$ cat src/rtl/tlc_phase_sequencer.sv
// Two-road traffic light phase sequencer with pedestrian walk phase.
// A free-running prescaler yields a 1-s enable; all state lives on clk_osc.
module tlc_phase_sequencer #(
  parameter int TICK_DIV  = 50000000,
  parameter int GREEN_A_S = 10,
  parameter int GREEN_B_S = 6,
  parameter int YELLOW_S  = 3,
  parameter int RED_ALL_S = 1,
  parameter int PED_S     = 5
) (
  input  logic       clk_osc,
  input  logic       RESET,
  input  logic       car_b,
  input  logic       ped_req,
  output logic [2:0] lights_a,
  output logic [2:0] lights_b,
  output logic       walk,
  output logic       ped_ack,
  output logic [2:0] state,
  output logic [3:0] sec_left
);

  localparam int              CNT_W   = (TICK_DIV > 1) ? $clog2(TICK_DIV) : 1;
  localparam logic [CNT_W-1:0] CNT_MAX = CNT_W'(TICK_DIV - 1);
  localparam logic [3:0]      T_GA    = 4'(GREEN_A_S);
  localparam logic [3:0]      T_GB    = 4'(GREEN_B_S);
  localparam logic [3:0]      T_Y     = 4'(YELLOW_S);
  localparam logic [3:0]      T_RED   = 4'(RED_ALL_S);
  localparam logic [3:0]      T_PED   = 4'(PED_S);
  localparam logic [2:0]      LAMP_R  = 3'b100;
  localparam logic [2:0]      LAMP_Y  = 3'b010;
  localparam logic [2:0]      LAMP_G  = 3'b001;

  typedef enum logic [2:0] {
    ALLRED_A = 3'd0,
    A_GREEN  = 3'd1,
    A_YELLOW = 3'd2,
    ALLRED_B = 3'd3,
    PED_WALK = 3'd4,
    B_GREEN  = 3'd5,
    B_YELLOW = 3'd6
  } phase_e;

  generate
    if (TICK_DIV < 1 ||
        GREEN_A_S < 1 || GREEN_A_S > 15 || GREEN_B_S < 1 || GREEN_B_S > 15 ||
        YELLOW_S  < 1 || YELLOW_S  > 15 || RED_ALL_S < 1 || RED_ALL_S > 15 ||
        PED_S     < 1 || PED_S     > 15) begin : g_param_check
      $error("tlc_phase_sequencer: phase durations must be 1..15 and TICK_DIV >= 1");
    end
  endgenerate

  logic [CNT_W-1:0] cnt_q;
  logic [CNT_W-1:0] cnt_d;
  logic             tick;
  logic             expire;
  phase_e           phase_q;
  logic [3:0]       timer_q;
  logic             ped_pending_q;
  logic             ped_ack_q;

  assign tick   = (cnt_q == CNT_MAX);
  assign cnt_d  = tick ? '0 : cnt_q + 1'b1;
  assign expire = tick && (timer_q <= 4'd1);

  always_ff @(posedge clk_osc) begin
    if (RESET) begin
      cnt_q         <= '0;
      phase_q       <= ALLRED_A;
      timer_q       <= T_RED;
      ped_pending_q <= 1'b0;
      ped_ack_q     <= 1'b0;
    end else begin
      cnt_q     <= cnt_d;
      ped_ack_q <= 1'b0;
      // Requests during the walk are absorbed; the entry edge clears below.
      if (ped_req && phase_q != PED_WALK) ped_pending_q <= 1'b1;
      if (tick && timer_q > 4'd1) timer_q <= timer_q - 4'd1;
      case (phase_q)
        ALLRED_A: if (expire) begin
          phase_q <= A_GREEN;
          timer_q <= T_GA;
        end
        A_GREEN: if (expire) begin
          if (car_b || ped_pending_q) begin
            phase_q <= A_YELLOW;
            timer_q <= T_Y;
          end else begin
            timer_q <= T_GA;
          end
        end
        A_YELLOW: if (expire) begin
          phase_q <= ALLRED_B;
          timer_q <= T_RED;
        end
        ALLRED_B: if (expire) begin
          if (ped_pending_q) begin
            phase_q       <= PED_WALK;
            timer_q       <= T_PED;
            ped_ack_q     <= 1'b1;
            ped_pending_q <= 1'b0;
          end else begin
            phase_q <= B_GREEN;
            timer_q <= T_GB;
          end
        end
        PED_WALK: if (expire) begin
          if (car_b) begin
            phase_q <= B_GREEN;
            timer_q <= T_GB;
          end else begin
            phase_q <= ALLRED_A;
            timer_q <= T_RED;
          end
        end
        B_GREEN: if (expire) begin
          phase_q <= B_YELLOW;
          timer_q <= T_Y;
        end
        B_YELLOW: if (expire) begin
          phase_q <= ALLRED_A;
          timer_q <= T_RED;
        end
        default: begin
          phase_q <= ALLRED_A;
          timer_q <= T_RED;
        end
      endcase
    end
  end

  // Lamps decode straight from the phase register; code 7 falls to all-red.
  always_comb begin
    lights_a = LAMP_R;
    lights_b = LAMP_R;
    walk     = 1'b0;
    case (phase_q)
      A_GREEN:  lights_a = LAMP_G;
      A_YELLOW: lights_a = LAMP_Y;
      B_GREEN:  lights_b = LAMP_G;
      B_YELLOW: lights_b = LAMP_Y;
      PED_WALK: walk     = 1'b1;
      default:  ;
    endcase
  end

  assign state    = phase_q;
  assign sec_left = timer_q;
  assign ped_ack  = ped_ack_q;

endmodule

$ cat config.mk
export PLATFORM = sky130hd
export DESIGN_NAME = tlc_phase_sequencer
export DESIGN_NICKNAME = d
export VERILOG_FILES = /design/src/rtl/tlc_phase_sequencer.sv
export SDC_FILE = /design/constraint.sdc
export NUM_CORES = 1
export LEC_CHECK = 0
export CORE_MARGIN = 4
export CORE_UTILIZATION = 50
export CTS_BUF_LIST = sky130_fd_sc_hd__clkbuf_8 sky130_fd_sc_hd__clkbuf_16
export CTS_CLUSTER_DIAMETER = 120
export DETAILED_ROUTE_END_ITERATION = 10
export GPL_TIMING_DRIVEN = 0
export MAX_ROUTING_LAYER = met4
export PLACE_DENSITY = 0.74
export REMOVE_ABC_BUFFERS = 1
export SLEW_MARGIN = 20
export SYNTH_ARGS = -nofsm -noshare
export SYNTH_HDL_FRONTEND = slang
export SYNTH_SLANG_ARGS = --single-unit
$ cat constraint.sdc
create_clock -name clk_osc -period 1.9 [get_ports clk_osc]
set_input_delay 0.38 -clock clk_osc [delete_from_list [all_inputs] [get_ports clk_osc]]
set_output_delay 0.38 -clock clk_osc [all_outputs]
set_load 0.01 [all_outputs]
* Yosys cells after proc, flatten, opt, wreduce, memory -nomap -nowiden
Index checks and enable logic that the tools add are counted.
Cells by class: $add $sub $neg 2, $lt $le $gt $ge 2, eq/ne operators 16, muxes and demuxes 30, bitwise operators 2, reductions and logical operators 9
Operators with widths (number):
- $mux W4 | 8
- $mux W3 | 10
- $add A26 B1 Y26 const B | 1
- $eq A26 B26 Y1 const B | 1
- $pmux W4 S6 | 1
- $pmux W3 S7 | 1
- $ne A2 B2 Y1 const B | 8
- $pmux W3 S2 | 2
- $eq A3 B3 Y1 const B | 3
- $reduce_and A8 Y1 | 1
- $mux W1 | 7
- $eq A3 B2 Y1 const B | 2
- $gt A4 B1 Y1 const B | 1
- $le A4 B1 Y1 const B | 1
- $reduce_or A2 Y1 | 2
- $sub A4 B1 Y4 const B | 1
- $eq A3 B1 Y1 const B | 1
- $logic_and A1 B1 Y1 | 3
- $logic_not A3 Y1 | 1
- $ne A3 B3 Y1 const B | 1
- $reduce_or A3 Y1 | 1
- $mux W2 | 1
- $not A1 Y1 | 2
- $logic_or A1 B1 Y1 | 1
Storage, ports and cells: register bits after elaboration 35, bits of input ports 4, output and inout bits 15, word-level logic and storage cells 66

* Longest topological paths before layout
Gate-level depths: netlist of run 1.
depth in word-level cells 6, mapped depth 8, depth with buffers taken out 8

* Least setup slack after synthesis of run 1
OpenSTA, ideal clock, no wires.
kind register -> register, start point reg cnt_q[9], end point reg phase_q[2], in the netlist state[2], library setup time 0.074 ns, arrival 1.862 ns, required time 1.826 ns, slack -0.037 ns, stages on the path, launching flop included 6, path buffers 0, clock period less this slack 1.937 ns, cells stage by stage dfxtp_1 > or4_4 > nor4_4 > nand3_2 > or2_4 > a31oi_1
Between the ends: longest elaborated chain between the ends 4, elaborated cells on any way between the ends 10, those cells by class 8 x eq/ne; 2 x reduce/logical
Ends and longest elaborated chain:
- start, declared | line 53 | logic [CNT_W-1:0] cnt_q;
- start signal, assigned | line 74 | cnt_q <= cnt_d;
- $eq A26 B26 Y1 * | line 62 | assign tick = (cnt_q == CNT_MAX);
- $logic_and A1 B1 Y1 * | line 64 | assign expire = tick && (timer_q <= 4'd1);
- $ne A2 B2 Y1 (no source line)
- $reduce_and A8 Y1 (no source line) *
- end signal, assigned | line 69 | phase_q <= ALLRED_A;
- end signal, assigned | line 81 | phase_q <= A_GREEN;
- end signal, assigned | line 86 | phase_q <= A_YELLOW;
- end, declared | line 57 | phase_e phase_q;
Every way passes the cells marked *; elsewhere a longest branch is shown, timed or not. A chain may end at the register's enable or synchronous reset.

* Final worst setup path of run 1
start point reg timer_q[0], in the netlist sec_left[0], end point reg phase_q[2], in the netlist state[2]
Between the ends: longest elaborated chain between the ends 4, elaborated cells on any way between the ends 10, those cells by class 1 x order compare; 7 x eq/ne; 2 x reduce/logical
Ends and longest elaborated chain:
- start, declared | line 58 | logic [3:0] timer_q;
- start signal, assigned | line 78 | if (tick && timer_q > 4'd1) timer_q <= timer_q - 4'd1;
- $le A4 B1 Y1 * | line 64
- $logic_and A1 B1 Y1 * | line 64
- $ne A2 B2 Y1 (no source line)
- $reduce_and A8 Y1 (no source line) *
Marks and branches as above.

==> run metrics, run 1 <==
total track usage=between 15 and 20%; Vert. Die Dim=68.5 microns; CTS Root Cell=clkbuf_8; dpl hpwl=around 2700 microns; fin crit period=~2.0 ns; routed via count=1758; Hold Path Stages=1; Num CTS Buffers=5; Post-Layout Cell Count=between 300 and 400; switching share of power=a little over a fifth; Worst Setup End Kind=flop; DRC=0; synthesized area=0.00183 sq mm; Max stage delay on crit path=around 0.47 ns; first-pass GRT wire length=6820 microns; Crit-path slowest cell=dfxtp_1; transition time at the pin with the least slew margin=~0.52 ns; WL/cell=approximately 15 microns; Main synth FF type=dfxtp_1; Peak Freq=511 MHz; Slew Limit Fails=0; status=finished, violations left; FF+latch area=723 sq um; Iteration-0 DRC Markers=approximately 190; largest net degree at the start of global routing=26; CTS tree=built; Avg Inst Size Synth=between 8 and 9 sq um; leading cell types in the layout, fill and taps excluded=39 x nor2_1, 25 x dfxtp_1, 17 x xor2_1, 15 x buf_4, 14 x nand3_1; failing checks=setup timing; Tot Pwr=between 1500 and 2000 uW; vias in the first global route=1501; sequential share of the synthesized area=a little under two fifths; IO Pins=19; CP top delay family=simple AND/OR/NAND/NOR gates; Worst slew margin=between 60% and 70%; required time worst endpoint=around 2.1 ns; Longest Clk Path Bufs=2; Clk pin slew, worst setup/hold paths=0.08 ns; R2R setup slack=-0.06 ns; vias per cell=about 5.7; die width=between 60 and 70 microns; RD Place Congestion=slightly above 0.8; Comb power frac=between 5 and 6%; NetSw=roughly 350 uW; ys async rst share=0%; Buf+Inv Stages, Crit Path=0; final-report hold violation count=0; Port Buf Inserts=18; RSZ-0062 raised after global routing=yes; Yosys reg bits=35; # rows=21; final worst-path cycle share=103%; Peak VDD IR=about 0.00058 V; Seq pwr share=45.8%; Post-Place Cells=between 200 and 300; multi-input logic area=~0.0012 sq mm; H-Tree Depth=2; final setup fails=8; final setup TNS=-0.255 ns; Syn Inst Count=about 220; CP Class=flop to flop; Warnings, synthesis=0; most common cell after layout, fill and taps aside=nor2_1; Power Density=roughly 670 mW/mm^2; Clk pwr share=48.9%; Nets=approximately 270; initial antenna violation count=0; TritonCTS Sinks=35; R2R depth=6; clk_skew=around 0.0057 ns; initial core utilization=53.2%; P_int=between 1000 and 1500 uW; EDFF count, synth=0; leakage power=around 0.00098 uW; Worst Path Arrival=2.16 ns; r2r endpoint=state[2]; CTS Hold Bufs=0; Worst Hold Launch=cnt_q[0]; crit path cell chain=ha_1, nor2_1, nor3_1, nand3_2, or2_4, a31oi_1; core area=0.00344 sq mm; Die ar.=0.00469 sq mm; # fillers=approximately 260; Post-Route WL=about 4600 microns; Antenna Nets Post-Route=0; critical path launch point type=flop; # diodes=0; grt ovf=0; First-pass DRT Iterations=5; maximum fanout along the worst path=7; Hold Crit Endpoint=cnt_q[0]; worst reg2reg path startpoint=sec_left[0]; clk_lat worst skew=between 0.2 and 0.3 ns; Layout area overhead=34.2%; worst setup margin=-0.0556 ns; distinct cell type count after synthesis=44; Max-Cap Viols=0; layout cell share with drive strength beyond 1=25.3%; worst hold path class=flop to flop
[flip-flops by register name (all words and copies together) (netlist names)]
name / flops
cnt_q: 26
sec_left: 4
state: 3
ped_ack: 1
ped_pending_q: 1
[synthesized netlist by cell type (all sizes together) (4+ instances only)]
cell type | n | area [sq um]
nor3 | 9 | 45.0
xor2 | 17 | 149
inv | 10 | 37.5
nand2 | 14 | 55.1
nand4 | 8 | 50.1
clkbuf | 4 | 15.0
a31oi | 4 | 25.0
nor2 | 41 | 154
xnor2 | 7 | 61.3
nand2b | 4 | 25.0
buf | 4 | 18.8
dfxtp | 35 | 701
nand3 | 16 | 85.1
o21ai | 11 | 55.1
[worst max-delay path by stage]
stage                start          end  depth (start not counted)
2_1_floorplan     cnt_q[9]    cnt_q[10]                          5
3_3_place_gp      cnt_q[9]     cnt_q[3]                          5
3_5_place_dp      cnt_q[9]     cnt_q[3]                          5
4_1_cts           cnt_q[8]  sec_left[1]                          5
5_1_grt        sec_left[0]  sec_left[1]                          6
6_report       sec_left[0]     state[2]                          6
[stage by stage]
| step | util (%) | hold WS, ns | setup slack, ns | instance area [sq um] |
|---|---|---|---|---|
| after floorplan | - | 0.430 | -0.167 | 1800 |
| after global placement | 59.1 | 0.444 | -0.529 | 2030 |
| after detailed placement | 59.1 | 0.453 | -0.575 | 2030 |
| after CTS | 67.5 | 0.471 | -0.0621 | 2320 |
| after global routing | 71.4 | 0.511 | -0.182 | 2460 |
| final | 71.4 | 0.464 | -0.0556 | 2460 |
[metal layers]
metal  wire length [microns]  GRT usage, %  share of wire (%)
met4                      55          6.70                1.2
met2                    2150          29.9                 47
met3                     267          5.02                5.9
met5                       0             -                  0
met1                    2090          25.9                 46
[final cells by class]
| type | count | area share [%] |
|---|---|---|
| inverter | 10 | 1.68 |
| clock inverter | 3 | 2.75 |
| tap | 46 | 2.34 |
| multi-input combinational | 174 | 49.0 |
| sequential | 35 | 29.4 |
| timing repair buffer | 34 | 12.0 |
| clock buffer | 5 | 2.80 |
[what timing repair did]
action                                  CTS  global route
cloned                                    0             3
setup buffers                             8             8
endpoints found under the setup margin   41            37
hold endpoints to repair                  0             0
gates resized for setup                  36            17
pin swaps                                 9             9
[cell families (layout without fill, tap and decap cells)]
family                   count (synthesis)  in the layout  share of synthesized area (%)
multiplexers                             2              2                           1.23
AND/OR/NAND/NOR                        109            112                           30.9
flip-flops                              35             35                           38.3
buffers and inverters                   18             52                           3.90
XOR/XNOR                                24             24                           11.5
adder cells (fa/ha/maj)                  3              3                           2.05
AO/OA/AOI/OAI                           33             33                           12.2
[power groups by stage]
stage	clock network, uW	logic (uW)	registers [uW]
6_report	806	87.4	755
5_1_grt	855	95.9	757
4_1_cts	814	76.8	754
3_5_place_dp	0	76.7	774
3_3_place_gp	0	76.6	774
2_1_floorplan	0	44.8	772
Note: power is estimated with default switching activity, not from simulation.
==> run 2: changes to the inputs <==
Settings changed: SLEW_MARGIN 20 to not set.
==> results of run 2 <==
Final layout, timing and power as in run 1 (identical DEF).
